**src/rtl/led_scan_pkg.sv**
```systemverilog
// Shared types and constants for the 4-digit multiplexed 7-segment scanner.
// Optional leading-zero blanking is controlled by LED_SCAN_LEADING_ZERO_BLANK_EN.
package led_scan_pkg;

  typedef enum logic [1:0] {
    IDLE = 2'd0,
    SHOW = 2'd1,
    GAP  = 2'd2
  } scan_state_e;

  localparam int         NUM_DIGITS = 4;
  localparam logic [6:0] SEG_BLANK  = 7'b1111111;
  localparam logic [3:0] AN_OFF     = 4'b1111;

  // True when digit idx sits above the most significant nonzero nibble.
  // Digit 0 is never treated as a leading zero.
  function automatic logic leading_zero(input logic [1:0] idx, input logic [15:0] v);
    logic [15:0] upper;
    upper = v >> {idx, 2'b00};
    return (idx != 2'd0) && (upper == 16'h0000);
  endfunction

  function automatic logic [3:0] an_onehot_low(input logic [1:0] idx);
    return ~(4'b0001 << idx);
  endfunction

endpackage

```
**src/rtl/led_scan_controller_decoder.sv**
```systemverilog
// LEDdecoder: hex nibble to active-low 7-segment pattern, bit 6 = segment a,
// bit 0 = segment g.
module LEDdecoder (
  input  logic [3:0] nibble_i,
  output logic [6:0] seg_o
);

  always_comb begin
    seg_o = 7'b1111111;
    case (nibble_i)
      4'h0: seg_o = 7'b0000001;
      4'h1: seg_o = 7'b1001111;
      4'h2: seg_o = 7'b0010010;
      4'h3: seg_o = 7'b0000110;
      4'h4: seg_o = 7'b1001100;
      4'h5: seg_o = 7'b0100100;
      4'h6: seg_o = 7'b0100000;
      4'h7: seg_o = 7'b0001111;
      4'h8: seg_o = 7'b0000000;
      4'h9: seg_o = 7'b0000100;
      4'hA: seg_o = 7'b0001000;
      4'hB: seg_o = 7'b1100000;
      4'hC: seg_o = 7'b0110001;
      4'hD: seg_o = 7'b1000010;
      4'hE: seg_o = 7'b0110000;
      4'hF: seg_o = 7'b0111000;
      default: seg_o = 7'b1111111;
    endcase
  end

endmodule

```
**src/rtl/led_scan_controller.sv**
```systemverilog
// Time-multiplexed 4-digit common-anode display driver with per-digit dead-time.
// Define LED_SCAN_LEADING_ZERO_BLANK_EN to blank digits above the top nonzero nibble.
module led_scan_controller
  import led_scan_pkg::*;
#(
  parameter int PRESCALE   = 50000,
  parameter int GAP_CYCLES = 16
) (
  input  logic        clk,
  input  logic        reset,
  input  logic        enable,
  input  logic        load,
  input  logic [15:0] value,
  input  logic [3:0]  digit_en,
  output logic [3:0]  an,
  output logic [6:0]  LED,
  output logic        frame_done
);

  localparam int CNT_MAX = (PRESCALE > GAP_CYCLES) ? PRESCALE : GAP_CYCLES;
  localparam int CNT_W   = (CNT_MAX > 1) ? $clog2(CNT_MAX) : 1;
  localparam bit HAS_GAP = (GAP_CYCLES > 0);
  localparam logic [CNT_W-1:0] SHOW_LAST  = CNT_W'(PRESCALE - 1);
  localparam logic [CNT_W-1:0] GAP_LAST   = CNT_W'((GAP_CYCLES > 0) ? GAP_CYCLES - 1 : 0);
  localparam logic [1:0]       LAST_DIGIT = 2'(NUM_DIGITS - 1);

  scan_state_e      state_q, state_d;
  logic [1:0]       idx_q, idx_d;
  logic [CNT_W-1:0] cnt_q, cnt_d;
  logic [15:0]      value_q;
  logic [3:0]       nibble_q, nibble_d;
  logic [3:0]       an_q;
  logic [6:0]       led_q;
  logic             frame_done_q;

  logic       show_done;
  logic       gap_done;
  logic       show_entry;
  logic [1:0] entry_idx;
  logic       blank_d;
  logic       lit_d;
  logic [6:0] seg_w;

  always_comb begin
    show_done  = (state_q == SHOW) && (cnt_q == SHOW_LAST);
    gap_done   = HAS_GAP && (state_q == GAP) && (cnt_q == GAP_LAST);
    entry_idx  = (state_q == IDLE) ? 2'd0 : idx_q + 2'd1;
    show_entry = enable && ((state_q == IDLE) || gap_done || (show_done && !HAS_GAP));

    state_d = state_q;
    idx_d   = idx_q;
    cnt_d   = cnt_q + 1'b1;
    if (!enable) begin
      state_d = IDLE;
      idx_d   = 2'd0;
      cnt_d   = '0;
    end else if (show_entry) begin
      state_d = SHOW;
      idx_d   = entry_idx;
      cnt_d   = '0;
    end else if (show_done) begin
      state_d = GAP;
      cnt_d   = '0;
    end

    // Nibble is frozen at SHOW entry, so a load mid-digit waits for the next digit.
    nibble_d = show_entry ? value_q[{entry_idx, 2'b00} +: 4] : nibble_q;
  end

`ifdef LED_SCAN_LEADING_ZERO_BLANK_EN
  logic blank_q;

  assign blank_d = show_entry ? leading_zero(entry_idx, value_q) : blank_q;

  always_ff @(posedge clk or negedge reset) begin
    if (!reset) begin
      blank_q <= 1'b0;
    end else begin
      blank_q <= blank_d;
    end
  end
`else
  assign blank_d = 1'b0;
`endif

  assign lit_d = (state_d == SHOW) && digit_en[idx_d] && !blank_d;

  // Decoder is fed the next-cycle nibble so segments and anode move on the same edge.
  LEDdecoder u_decoder (
    .nibble_i (nibble_d),
    .seg_o    (seg_w)
  );

  always_ff @(posedge clk or negedge reset) begin
    if (!reset) begin
      state_q      <= IDLE;
      idx_q        <= 2'd0;
      cnt_q        <= '0;
      value_q      <= 16'h0000;
      nibble_q     <= 4'h0;
      an_q         <= AN_OFF;
      led_q        <= SEG_BLANK;
      frame_done_q <= 1'b0;
    end else begin
      state_q  <= state_d;
      idx_q    <= idx_d;
      cnt_q    <= cnt_d;
      nibble_q <= nibble_d;
      if (load) begin
        value_q <= value;
      end
      an_q         <= lit_d ? an_onehot_low(idx_d) : AN_OFF;
      led_q        <= lit_d ? seg_w : SEG_BLANK;
      frame_done_q <= enable && show_done && (idx_q == LAST_DIGIT);
    end
  end

  assign an         = an_q;
  assign LED        = led_q;
  assign frame_done = frame_done_q;

endmodule
```
**config.mk**
```make
export PLATFORM = sky130hd
export DESIGN_NAME = led_scan_controller
export DESIGN_NICKNAME = d
export VERILOG_FILES = /design/src/rtl/led_scan_pkg.sv /design/src/rtl/led_scan_controller_decoder.sv /design/src/rtl/led_scan_controller.sv
export SDC_FILE = /design/constraint.sdc
export NUM_CORES = 1
export LEC_CHECK = 0
export ABC_AREA = 0
export CORE_MARGIN = 3
export CORE_UTILIZATION = 40
export CTS_BUF_LIST = sky130_fd_sc_hd__clkbuf_16
export CTS_CLUSTER_DIAMETER = 80
export DETAILED_ROUTE_END_ITERATION = 10
export MAX_ROUTING_LAYER = met4
export SYNTH_ARGS = -nofsm -noshare
export SYNTH_HDL_FRONTEND = slang
export SYNTH_SLANG_ARGS = --single-unit
```
**constraint.sdc**
```tcl
create_clock -name clk -period 3.4 [get_ports clk]
set_clock_uncertainty 0.2 [all_clocks]
set_input_delay 0.34 -clock clk [delete_from_list [all_inputs] [get_ports clk]]
set_output_delay 0.34 -clock clk [all_outputs]
set_load 0.02 [all_outputs]
```
# ---- After elaboration in Yosys (flattened, before gate mapping)
# Memories as Yosys holds them, arrays and structs flattened.
# Index checks and enable logic that the tools add are counted.
# W data, S select, Z words.
dict set report totals {
  romBits 112
  reg_bits 52
  n_memories 1
  output_inout_bits 12
  in_bits 24
  word_cells 43
}
dict set report op_classes {
  add_sub_neg 2
  muxes 14
  order_cmp 1
  n_reduce_logical 8
  n_shift 2
  eq_ne 6
  bitwise 1
}
# name depth width rd rd_clocked_by_memory_dff write_ports line_no
set mem_list {}
lappend mem_list {{(no name shown)} 16 7 1 0 0 led_scan_controller_decoder.sv:10} ;# case (nibble_i)
# cell count
set op_table {}
lappend op_table {{$mux W16} 3}
lappend op_table {{$add A16 B1 Y16 const B} 1}
lappend op_table {{$eq A16 B16 Y1 const B} 1}
lappend op_table {{$eq A16 B4 Y1 const B} 1}
lappend op_table {{$shiftx A16 B5 Y4} 1}
lappend op_table {{$mux W2} 6}
lappend op_table {{$mux W4} 2}
lappend op_table {{$mux W7} 1}
lappend op_table {{$logic_and A1 B1 Y1} 6}
lappend op_table {{$eq A2 B1 Y1 const B} 2}
lappend op_table {{$eq A2 B2 Y1 const B} 2}
lappend op_table {{$not A4 Y4} 1}
lappend op_table {{$shl A1 B2 Y4 const A} 1}
lappend op_table {{$lt A2 B3 Y1 const B} 1}
lappend op_table {{$add A2 B1 Y2 const B} 1}
lappend op_table {{$bmux W1 S2} 1}
lappend op_table {{$logic_not A2 Y1} 1}
lappend op_table {{$logic_or A1 B1 Y1} 1}
lappend op_table {{$mux W1} 1}

# ---- Longest topological paths before layout
# Gate-level depths: netlist (run 1).
dict set report depth {
  word_depth 10
  mapped_depth 11
  ltp_nobuf 10
}

# ---- Hierarchy
# A second synthesis (run 1) with hierarchy kept.
dict set report hier_totals {
  cells_unflattened 256
  area_unflattened_um2 2767.7
}
# mod instances cells_per_inst seq_area_each_um2 area_per_inst_um2
set by_module_without_submodules {}
lappend by_module_without_submodules {led_scan_controller 1 223 1315.0 2498.6}
lappend by_module_without_submodules {LEDdecoder 1 33 0.0 269.0}

# ---- Worst setup path before layout (run 1)
# No wires, ideal clock.
dict set report synth_timing {
  kind {flip-flop to flip-flop}
  startpoint {reg cnt_q[4]}
  endpoint {reg led_q[3] (netlist: LED[3])}
  arrival_time_ps 2290
  path_buffers 0
  slack_ps 814
  setup_time_ps 96
  required_time_ps 3104
  synth_period_minus_slack_ps 2586
  path_stages_with_launch 9
  cell_sequence {dfrtp_1 > nor3_1 > nand4_4 > a21oi_4 > mux2i_1 > inv_1 > ha_1 > o211ai_1 > o211ai_1}
}
dict set report synth_via {
  word_cells_on_any_way 18
  classes_between {eq/ne: 3; mux: 9; reduce/logical: 5; memory: 1}
}
# item line_no
set synth_lines {}
lappend synth_lines {{start, declared} led_scan_controller.sv:29} ;# logic [CNT_W-1:0] cnt_q, cnt_d;
lappend synth_lines {{start signal, assigned} led_scan_controller.sv:107} ;# cnt_q <= cnt_d;
lappend synth_lines {{$eq A16 B4 Y1} led_scan_controller.sv:46} ;# gap_done = HAS_GAP && (state_q == GAP) && (cnt_q == GAP_LAST);
lappend synth_lines {{$logic_and A1 B1 Y1} led_scan_controller.sv:46}
lappend synth_lines {{$logic_or A1 B1 Y1} led_scan_controller.sv:48} ;# show_entry = enable && ((state_q == IDLE) || gap_done || (show_done && !HAS_GAP));
lappend synth_lines {{$logic_and A1 B1 Y1} led_scan_controller.sv:48}
lappend synth_lines {{$mux W4} led_scan_controller.sv:67} ;# nibble_d = show_entry ? value_q[{entry_idx, 2'b00} +: 4] : nibble_q;
lappend synth_lines {{via nibble_d[0]} led_scan_controller.sv:31} ;# logic [3:0] nibble_q, nibble_d;
lappend synth_lines {{$mem_v2 Z16 W7} n/a}
lappend synth_lines {{$mux W7} led_scan_controller.sv:113} ;# led_q <= lit_d ? seg_w : SEG_BLANK;
lappend synth_lines {{end signal, assigned} led_scan_controller.sv:113}
lappend synth_lines {{end, declared} led_scan_controller.sv:33} ;# logic [6:0] led_q;
# The timed path passes the listed nets, and every way through them passes these cells. The select of a mux whose other input is x is not followed.
# A chain may end at the register's enable or synchronous reset.

# ---- Worst setup path after layout (run 1)
dict set report layout_timing {
  startpoint {reg cnt_q[4]}
  endpoint {reg led_q[1] (netlist: LED[1])}
}
# The elaborated chain is that of the path after synthesis.

==> impl_metrics.toml, run 1 <==
[synth]
syn_nets = 290
synth_edf_count = 0
ys.flop_type = "dfrtp_1"
ys_async_sr_fraction_pct = 100
syn_area_um2 = 2760
yosysUniqueCellTypes = 49
yosys.area.top_type = "dfrtp_1"
synth.top_cell.area_share_pct = 37.2
synth_seq_area_share_pct = 47.6
ys_seq_elements = 52
netlist_instances = 258
yosys-top-cells-area = "dfrtp_1 (37%), dfstp_2 (10%), mux2_2 (7.3%)"
avgSynthCellArea_um2 = 10.7
ys_warn_count = 0

[cts]
numClockSinks = 52
cts_setup_buffers = 0
htreeDepth = 2
cts_hold_buf = 1
path_clk_slew_ps = 60
clock_path_buffers = 2
cts_resized = 0
clkLatencyLatePin_ps = 280
numCtsBuffers = 5
root_buffer = "clkbuf_16"
cts_tree = "built"

[floorplanning]
start_util_pct = 42.3
pin_count = 36
coreArea_um2 = 6530
die-area_um2 = 7940
die_x_um = 89.1
core.rowCount = 29
die_h_um = 89.1

[critical_path]
cp-start-kind = "flop"
worstSetupEndpointType = "flop"
crit_path_max_fanout = 9
worstPathRequired_ps = 3380
crit_type = "reg -> reg"
cp.arrival_ps = 2920

[outcome]
status = "complete, no violations"

[placement]
dp_slack_ps = 499
gp_congestion = 0.797
place_inst = 364
hpwlAfterDp_mm = 3.77
port_buffers = 35

[power_and_ir_drop]
power_mw = 1.82
p_leak_nw = 1.40
pwr_density_cell_nw_per_um2 = 540
ir_drop_uv = 244

[timing]
rsz0062_at_grt = "no"
relSlewSlack_pct = 46.8
setup_violations = 0
period_minus_slack_ps = 2940
tightestPinTransition_ps = 798
maxSlewViolCount = 0
fmax_ghz = 0.340
fin_tns_setup_ps = 0
period_share_pct = 86.4
setup_ws_ps = 463
hold_viol_final = 0

[global_routing]
grt_first_pass_wirelength_mm = 9.25
overflow = 0
track_usage_pct = 15.1
grt_max_degree = 37
antenna_found_initial = 0
first_global_vias = 1964

[layout]
final_nets = 327
n_fill_cell = 577
finalCoreUtilization_pct = 51.7
area_growth_pct = 22.2
fin_cells = 372
drive_above_1_share_pct = 17.6
antennaDiodeCount = 0

[routing]
wire_per_inst_um = 13.8
vias = 1945
first_iter_violations = 85
drcViolationCount = 0
vias_per_cell = 5.23
dr.pass1.iters = 6
routed_wl_mm = 5.15
final_antenna_net_count = 0

[job]
maxCapViolCount = 0

[min_path]
hp-class = "reg -> reg"
==> area by class of cell <==
type                            instances  area, um^2  area share, %
Multi-Input combinational cell        189        1370           40.5
Sequential cell                        52        1320           39.0
Timing Repair Buffer                   39         378           11.2
Clock buffer                            5         125           3.71
Tap cell                               77        96.3           2.86
Clock inverter                          2        60.1           1.78
Inverter                                8        35.0           1.04
==> registers in the layout, summed over array words and instances (netlist names) <==
| register | cells |
|---|---|
| LED | 7 |
| an | 4 |
| cnt_q | 16 |
| frame_done | 1 |
| idx_q | 2 |
| nibble_q | 4 |
| state_q | 2 |
| value_q | 16 |
==> cells by family (layout without fill, tap and decap cells) <==
group	count (synthesis)	after routing	synth area share (%)
adder cells (fa/ha/maj)	8	8	3.62
AND/OR/NAND/NOR	99	99	19.8
XOR/XNOR	16	16	5.07
flip-flops	52	52	47.6
AO/OA/AOI/OAI	39	39	9.88
multiplexers	27	27	11.0
buffers and inverters	17	54	2.95
==> cells in the mapped netlist (all sizes together), types with 3 or more instances <==
cell type,n
dfstp,11
dfrtp,41
nand3,18
xnor2,7
clkbuf,3
ha,8
nand2b,7
o21ai,9
inv,7
o21a,3
buf,6
nand4,3
xor2,9
a22oi,6
nor2,26
mux2i,6
o211ai,5
a21oi,7
nor3,6
and3,6
mux2,21
nor2b,8
nand2,14
==> per-layer routing <==
layer	routed length, um	up-vias	global-route usage, %
li1	-	984	-
met1	2650	915	21.3
met2	2270	41	22.8
met3	170	5	2.21
met4	57	0	4.06
met5	0	-	-
==> worst max-delay path, stage by stage (launching register included) <==
cell and delay [ps]:
dfrtp_1 420, nor3_1 380, nand4_4 250, a21oi_4 370
mux2i_1 450, inv_1 190, ha_1 290, mux2i_1 160
o221ai_1 140
==> worst paths after layout <==
kind                            cells past startpoint  slack, ps    endpoint      from
worst min register to register                      1        260    cnt_q[0]  cnt_q[0]
min in group asynchronous                           2        480    cnt_q[0]     reset
worst max register to register                      8        460      LED[1]  cnt_q[4]
worst min-delay path                                1        260    cnt_q[0]  cnt_q[0]
max in group asynchronous                           3       1790  value_q[9]     reset
worst max-delay path                                8        460      LED[1]  cnt_q[4]
==> per-stage QoR <==
stage	hold slack [ps]	instance area, um^2
global route	331	3370
global placement	236	3180
finish	256	3370
CTS	259	3370
detailed placement	250	3180
floorplan	-156	2760
==> layout by cell type, fill, tap and decap left out, drive strengths merged, types with 3 or more instances in the layout <==
cell / Yosys / routed
buf: 6 / 4
clkbuf: 3 / 5
inv: 7 / 7
mux2i: 6 / 6
o21a: 3 / 3
a22oi: 6 / 6
xnor2: 7 / 7
ha: 8 / 8
mux2: 21 / 21
dfrtp: 41 / 41
nand2: 14 / 14
xor2: 9 / 9
o21ai: 9 / 9
nand2b: 7 / 7
nor3: 6 / 6
o211ai: 5 / 5
dfstp: 11 / 11
clkdlybuf4s50: 0 / 34
nor2b: 8 / 8
nor2: 26 / 26
nand3: 18 / 18
a21oi: 7 / 7
nand4: 3 / 3
and3: 6 / 6
==> power by group <==
part	total [mW]	switching (mW)	internal [mW]
sequential	0.744	0.0366	0.707
combinational	0.455	0.248	0.207
clock	0.623	0.205	0.417
total	1.82	0.490	1.33
No activity file was read; power rests on OpenSTA's default activity.
==> run 2: changes to the inputs <==
- GPL_TIMING_DRIVEN: not set -> 0
- SLEW_MARGIN: not set -> 20
==> run 2 against run 1 <==
Compared with the run above:
- wire length increased by 5.0%
- register-to-register slack worse by 30 ps
- maximum frequency decreased by 1.0%
- non-clock buffer count up 5
- flip-flop and latch count did not move
- global-route usage grew 0.44 points
- critical path type unchanged
- largest cell class unchanged
- largest power group unchanged
- highest routed layer unchanged
==> impl_metrics.toml, run 2 (same netlist as run 1, synthesis figures left out) <==
[outcome]
status = "complete, no violations"

[power_and_ir_drop]
p_leak_nw = 1.40
ir_drop_uv = 225
pwr_density_cell_nw_per_um2 = 523

[floorplanning]
core.rowCount = 29
pin_count = 36
die_h_um = 89.1
coreArea_um2 = 6530
start_util_pct = 42.3
die_x_um = 89.1
die-area_um2 = 7940

[routing]
final_antenna_net_count = 0
vias_per_cell = 5.28
dr.pass1.iters = 4
wire_per_inst_um = 14.3
first_iter_violations = 76
routed_wl_mm = 5.41
drcViolationCount = 0
vias = 1997

[critical_path]
slowest_delay_ps = 460
cp-start-kind = "flop"
worst_path_max_delay_cell = "mux2i_1"
cp.arrival_ps = 2960
crit_path_max_fanout = 9
crit_buf_inv = 1
worstSetupEndpointType = "flop"
crit_family = "simple AND/OR/NAND/NOR gates"
worstPathRequired_ps = 3390
crit_type = "reg -> reg"
cpMostUsedCell = "mux2i_1"
path_cells = "nor3_1, nand4_4, a21oi_4, mux2i_1, inv_1, ha_1, mux2i_1, o221ai_1"

[timing]
relSlewSlack_pct = 57.2
hold_viol_final = 0
tightestPinTransition_ps = 642
setup_ws_ps = 433
fmax_ghz = 0.337
rsz0062_at_grt = "no"
maxSlewViolCount = 0
fin_tns_setup_ps = 0
setup_violations = 0
period_minus_slack_ps = 2970
period_share_pct = 87.3

[global_routing]
antenna_found_initial = 0
track_usage_pct = 15.6
overflow = 0
first_global_vias = 1979
grt_first_pass_wirelength_mm = 9.33
grt_max_degree = 53

[placement]
hpwlAfterDp_mm = 3.91
port_buffers = 34
dp_slack_ps = 434
gp_congestion = 0.790

[cts]
numCtsBuffers = 5
cts_tree = "built"
numClockSinks = 52
cts_resized = 0
clkLatencyLatePin_ps = 290
clock_path_buffers = 2
root_buffer = "clkbuf_16"
htreeDepth = 2
path_clk_slew_ps = 60

[layout]
final_nets = 332
final_cell_mix = "dfrtp_1 (41), clkdlybuf4s50_1 (33), nor2_1 (25), mux2_2 (18), nand3_1 (18)"
area_growth_pct = 22.0
layout_commonest_cell = "dfrtp_1"
n_fill_cell = 580
drive_above_1_share_pct = 17.6
antennaDiodeCount = 0

[min_path]
hp-class = "reg -> reg"

[job]
maxCapViolCount = 0
## run 2: layout make-up
cell class                 count  area [um^2]  area share (%)
sequential                    52         1320            39.0
clock buffer                   5          125            3.71
clock inverter                 3         37.5            1.11
timing repair buffer          35          348            10.3
buffer                         9         46.3            1.37
tap                           77         96.3            2.86
inverter                       8         35.0            1.04
multi-input combinational    189         1370            40.5
## run 2: worst reg2reg max path, cell delays in order, from the launching register on
cell and delay, ps:
dfrtp_1 430, nor3_1 380, nand4_4 250, a21oi_4 370
mux2i_1 460, inv_1 200, ha_1 290, mux2i_1 150
o221ai_1 140
## run 2: power by group
part | switching, mW | internal (mW)
logic | 0.253 | 0.211
registers | 0.0321 | 0.707
clock network | 0.215 | 0.342
## run 2: what timing repair did
item                                   in CTS  in global routing
hold buffers                                1                  0
endpoints found under the hold margin      41                  0
buffers inserted                            0                  0
## run 2: worst paths after layout
check,startpoint,depth (start not counted),to,slack [ps]
hold reg to reg,cnt_q[0],1,cnt_q[0],260
min in group asynchronous,reset,2,idx_q[1],420
setup reg to reg,cnt_q[4],8,LED[1],430
hold / removal,cnt_q[0],1,cnt_q[0],260
max in group asynchronous,reset,2,nibble_q[1],2150
setup / recovery,cnt_q[4],8,LED[1],430
## run 2: metal layers
layer / part of all wire, % / vias up / GRT usage [%]
met5: 0 / - / -
met4: 0.78 / 0 / 4.47
met3: 3.5 / 2 / 3.23
met2: 44 / 41 / 23.6
met1: 51 / 960 / 21.1
li1: - / 994 / -
## run 2: stage by stage
step                      util, %  instance area [um^2]  hold slack (ps)  std cells  total power, mW
after floorplan                 -                  2760             -156        258             1.06
after global placement       49.0                  3200              241        369             1.21
after detailed placement     48.9                  3200              216        369             1.22
after CTS                    51.6                  3370              258        378             1.78
after global routing         51.6                  3370              263        378             1.86
final                        51.6                  3370              260        378             1.76
==> run 3: changes to the inputs <==
- SYNTH_HIERARCHICAL: not set -> 1
==> run 3 against run 2 <==
Compared with the run above:
- combinational power grew 23%
- cell count shrank 0.53%
- worst setup slack lost 270 ps
- first-iteration DRC count grew 36%
- register-to-register slack lost 270 ps
- maximum frequency shrank 8.4%
- critical path depth grew 4
- synthesized area grew 0.23%
- power grew 0.80%
- sequential power shrank 0.8%
- critical endpoint is now LED[3]
- highest routed layer unchanged
- design area shrank 0.15%
- critical path type unchanged
- global-route usage is essentially flat
==> impl_metrics.toml, run 3 <==
[timing]
tightestPinTransition_ps = 635
setup_ws_ps = 161
period_share_pct = 95.3
hold_viol_final = 0
setup_violations = 0
fmax_ghz = 0.309
relSlewSlack_pct = 57.6
maxSlewViolCount = 0
period_minus_slack_ps = 3240

[cts]
cts_tree = "built"
clkLatencyLatePin_ps = 280
htreeDepth = 2
root_buffer = "clkbuf_16"
numClockSinks = 52
numCtsBuffers = 5
clock_path_buffers = 2
path_clk_slew_ps = 60

[synth]
synth_edf_count = 0
ys_seq_elements = 52
syn_area_um2 = 2770
avgSynthCellArea_um2 = 10.8
ys.flop_type = "dfrtp_1"
synth_common_cells = "dfrtp_1 (41), nor2_1 (24), mux2_2 (20), o21ai_0 (13)"
synth_seq_area_share_pct = 47.5
yosys.area.top_type = "dfrtp_1"
yosys-top-cells-area = "dfrtp_1 (37%), dfstp_2 (10%), mux2_2 (8.1%)"
yosysUniqueCellTypes = 48
ys_async_sr_fraction_pct = 100
yosysMostFrequentCell = "dfrtp_1"
syn_nets = 289
netlist_instances = 256
synth.top_cell.area_share_pct = 37.1
ys_warn_count = 6

[critical_path]
slowest_delay_ps = 530
worstSetupEndpointType = "flop"
crit_buf_inv = 4
crit_family = "multiplexers"
path_cells = "buf_2, nor2_1, or2_1, buf_2, mux4_2, mux2_2, inv_1, ha_1, inv_1, mux4_2, a21oi_1, o21ai_0"
worstPathRequired_ps = 3400
r2r-start = "state_q[1]"
worst_path_max_delay_cell = "mux4_2"
crit_start = "state_q[1]"
r2r_end = "LED[3]"
crit_path_max_fanout = 8
cp.arrival_ps = 3240
cp-start-kind = "flop"
crit_type = "reg -> reg"
ff2ff_path_depth = 12
r2r_slack_ps = 160

[global_routing]
track_usage_pct = 15.5
overflow = 0
antenna_found_initial = 0
grt_first_pass_wirelength_mm = 9.49
first_global_vias = 2006
grt_max_degree = 53

[min_path]
hp-class = "reg -> reg"
hp-start = "cnt_q[0]"
holdPathEnd = "cnt_q[0]"
holdPathStages = 1

[routing]
dr.pass1.iters = 4
vias_per_cell = 5.31
drcViolationCount = 0
first_iter_violations = 103
vias = 1997
routed_wl_mm = 5.38
wire_per_inst_um = 14.3
final_antenna_net_count = 0

[layout]
final_cell_mix = "dfrtp_1 (40), clkdlybuf4s50_1 (33), nor2_1 (24), mux2_2 (19), o21ai_0 (13)"
multiInputGateArea_um2 = 1350
area_growth_pct = 21.5
layout_commonest_cell = "dfrtp_1"
seq_area_um2 = 1320
n_fill_cell = 599
final_nets = 331
antennaDiodeCount = 0
drive_above_1_share_pct = 19.1

[outcome]
status = "complete, no violations"

[placement]
gp_congestion = 0.837
dp_slack_ps = -179
hpwlAfterDp_mm = 3.94
port_buffers = 34

[floorplanning]
coreArea_um2 = 6530
core.rowCount = 29
die-area_um2 = 7950
die_x_um = 89.2
start_util_pct = 42.4
pin_count = 36
die_h_um = 89.2

[power_and_ir_drop]
p_leak_nw = 1.40
ir_drop_uv = 250
pwr_density_cell_nw_per_um2 = 528
power_mw = 1.78

[job]
maxCapViolCount = 0
run 3: changes by cell type after synthesis, moves of 4 or more:
cell,before,now
inv_1,5,9
nor4_1,0,4
nand2b_1,7,2
o22ai_1,1,5
nor2b_1,8,3
mux4_2,0,5
clkbuf_1,3,8
o21ai_0,3,13
a22oi_1,6,0
nand3_1,18,11
run 3: cell type report:
type                    instances  share of cell area, %
plain buffers                  15                   2.31
clock buffers                   5                   3.72
clock inverters                 3                  0.335
inverters                       9                   1.00
multi-input cells             179                   40.1
flip-flops and latches         52                   39.1
well taps                      77                   2.86
repair buffers                 36                   10.6
run 3: layer usage:
| metal | global-route usage (%) | part of all wire (%) |
|---|---|---|
| met3 | 2.86 | 5.2 |
| met5 | - | 0 |
| met4 | 3.92 | 1.2 |
| met2 | 23.2 | 43 |
| met1 | 21.9 | 51 |
run 3: stage by stage:
step	area (um^2)	TNS [ps]	util, %	hold slack, ps	instances
after global routing	3360	-8.23	51.5	325	376
after detailed placement	3200	-195	49.0	215	367
after global placement	3200	-172	49.1	285	367
final	3360	0	51.5	307	376
after floorplan	2770	0	-	-156	256
after CTS	3360	0	51.4	313	377
run 3: how the worst max path moves through the flow:
stage / end / cells past startpoint
2_1_floorplan: LED[3] / 12
3_3_place_gp: LED[3] / 12
3_5_place_dp: LED[3] / 12
4_1_cts: LED[3] / 12
5_1_grt: LED[3] / 12
6_report: LED[3] / 12
run 3: repair_timing:
| action | 4_1_cts | 5_1_grt |
|---|---|---|
| resized for setup | 1 | 3 |
| hold buffers | 1 | 0 |
| setup endpoints to repair | 1 | 2 |
| setup buffers | 1 | 0 |
| hold endpoints to repair | 41 | 0 |
run 3: worst reg2reg max path, stage by stage, from the launching register on:
cell,delay (ps)
dfrtp_1,350
buf_2,160
nor2_1,200
or2_1,130
buf_2,220
mux4_2,530
mux2_2,340
inv_1,140
ha_1,140
inv_1,50
mux4_2,440
a21oi_1,130
o21ai_0,110
run 3: kinds of logic (layout without fill, tap and decap cells):
family                   count (synthesis)  in the layout  share of synthesized area (%)
flip-flops                              52             52                           47.5
XOR/XNOR                                14             14                           4.43
AO/OA/AOI/OAI                           43             43                           9.72
AND/OR/NAND/NOR                         81             81                           15.4
buffers and inverters                   25             68                           4.16
adder cells (fa/ha/maj)                  9              9                           4.07
multiplexers                            32             32                           14.7
run 3: power by group:
part	switching (mW)	internal, mW	leakage [nW]
combinational	0.300	0.274	0.691
clock	0.204	0.265	0.0738
sequential	0.0272	0.706	0.638
total	0.531	1.24	1.40
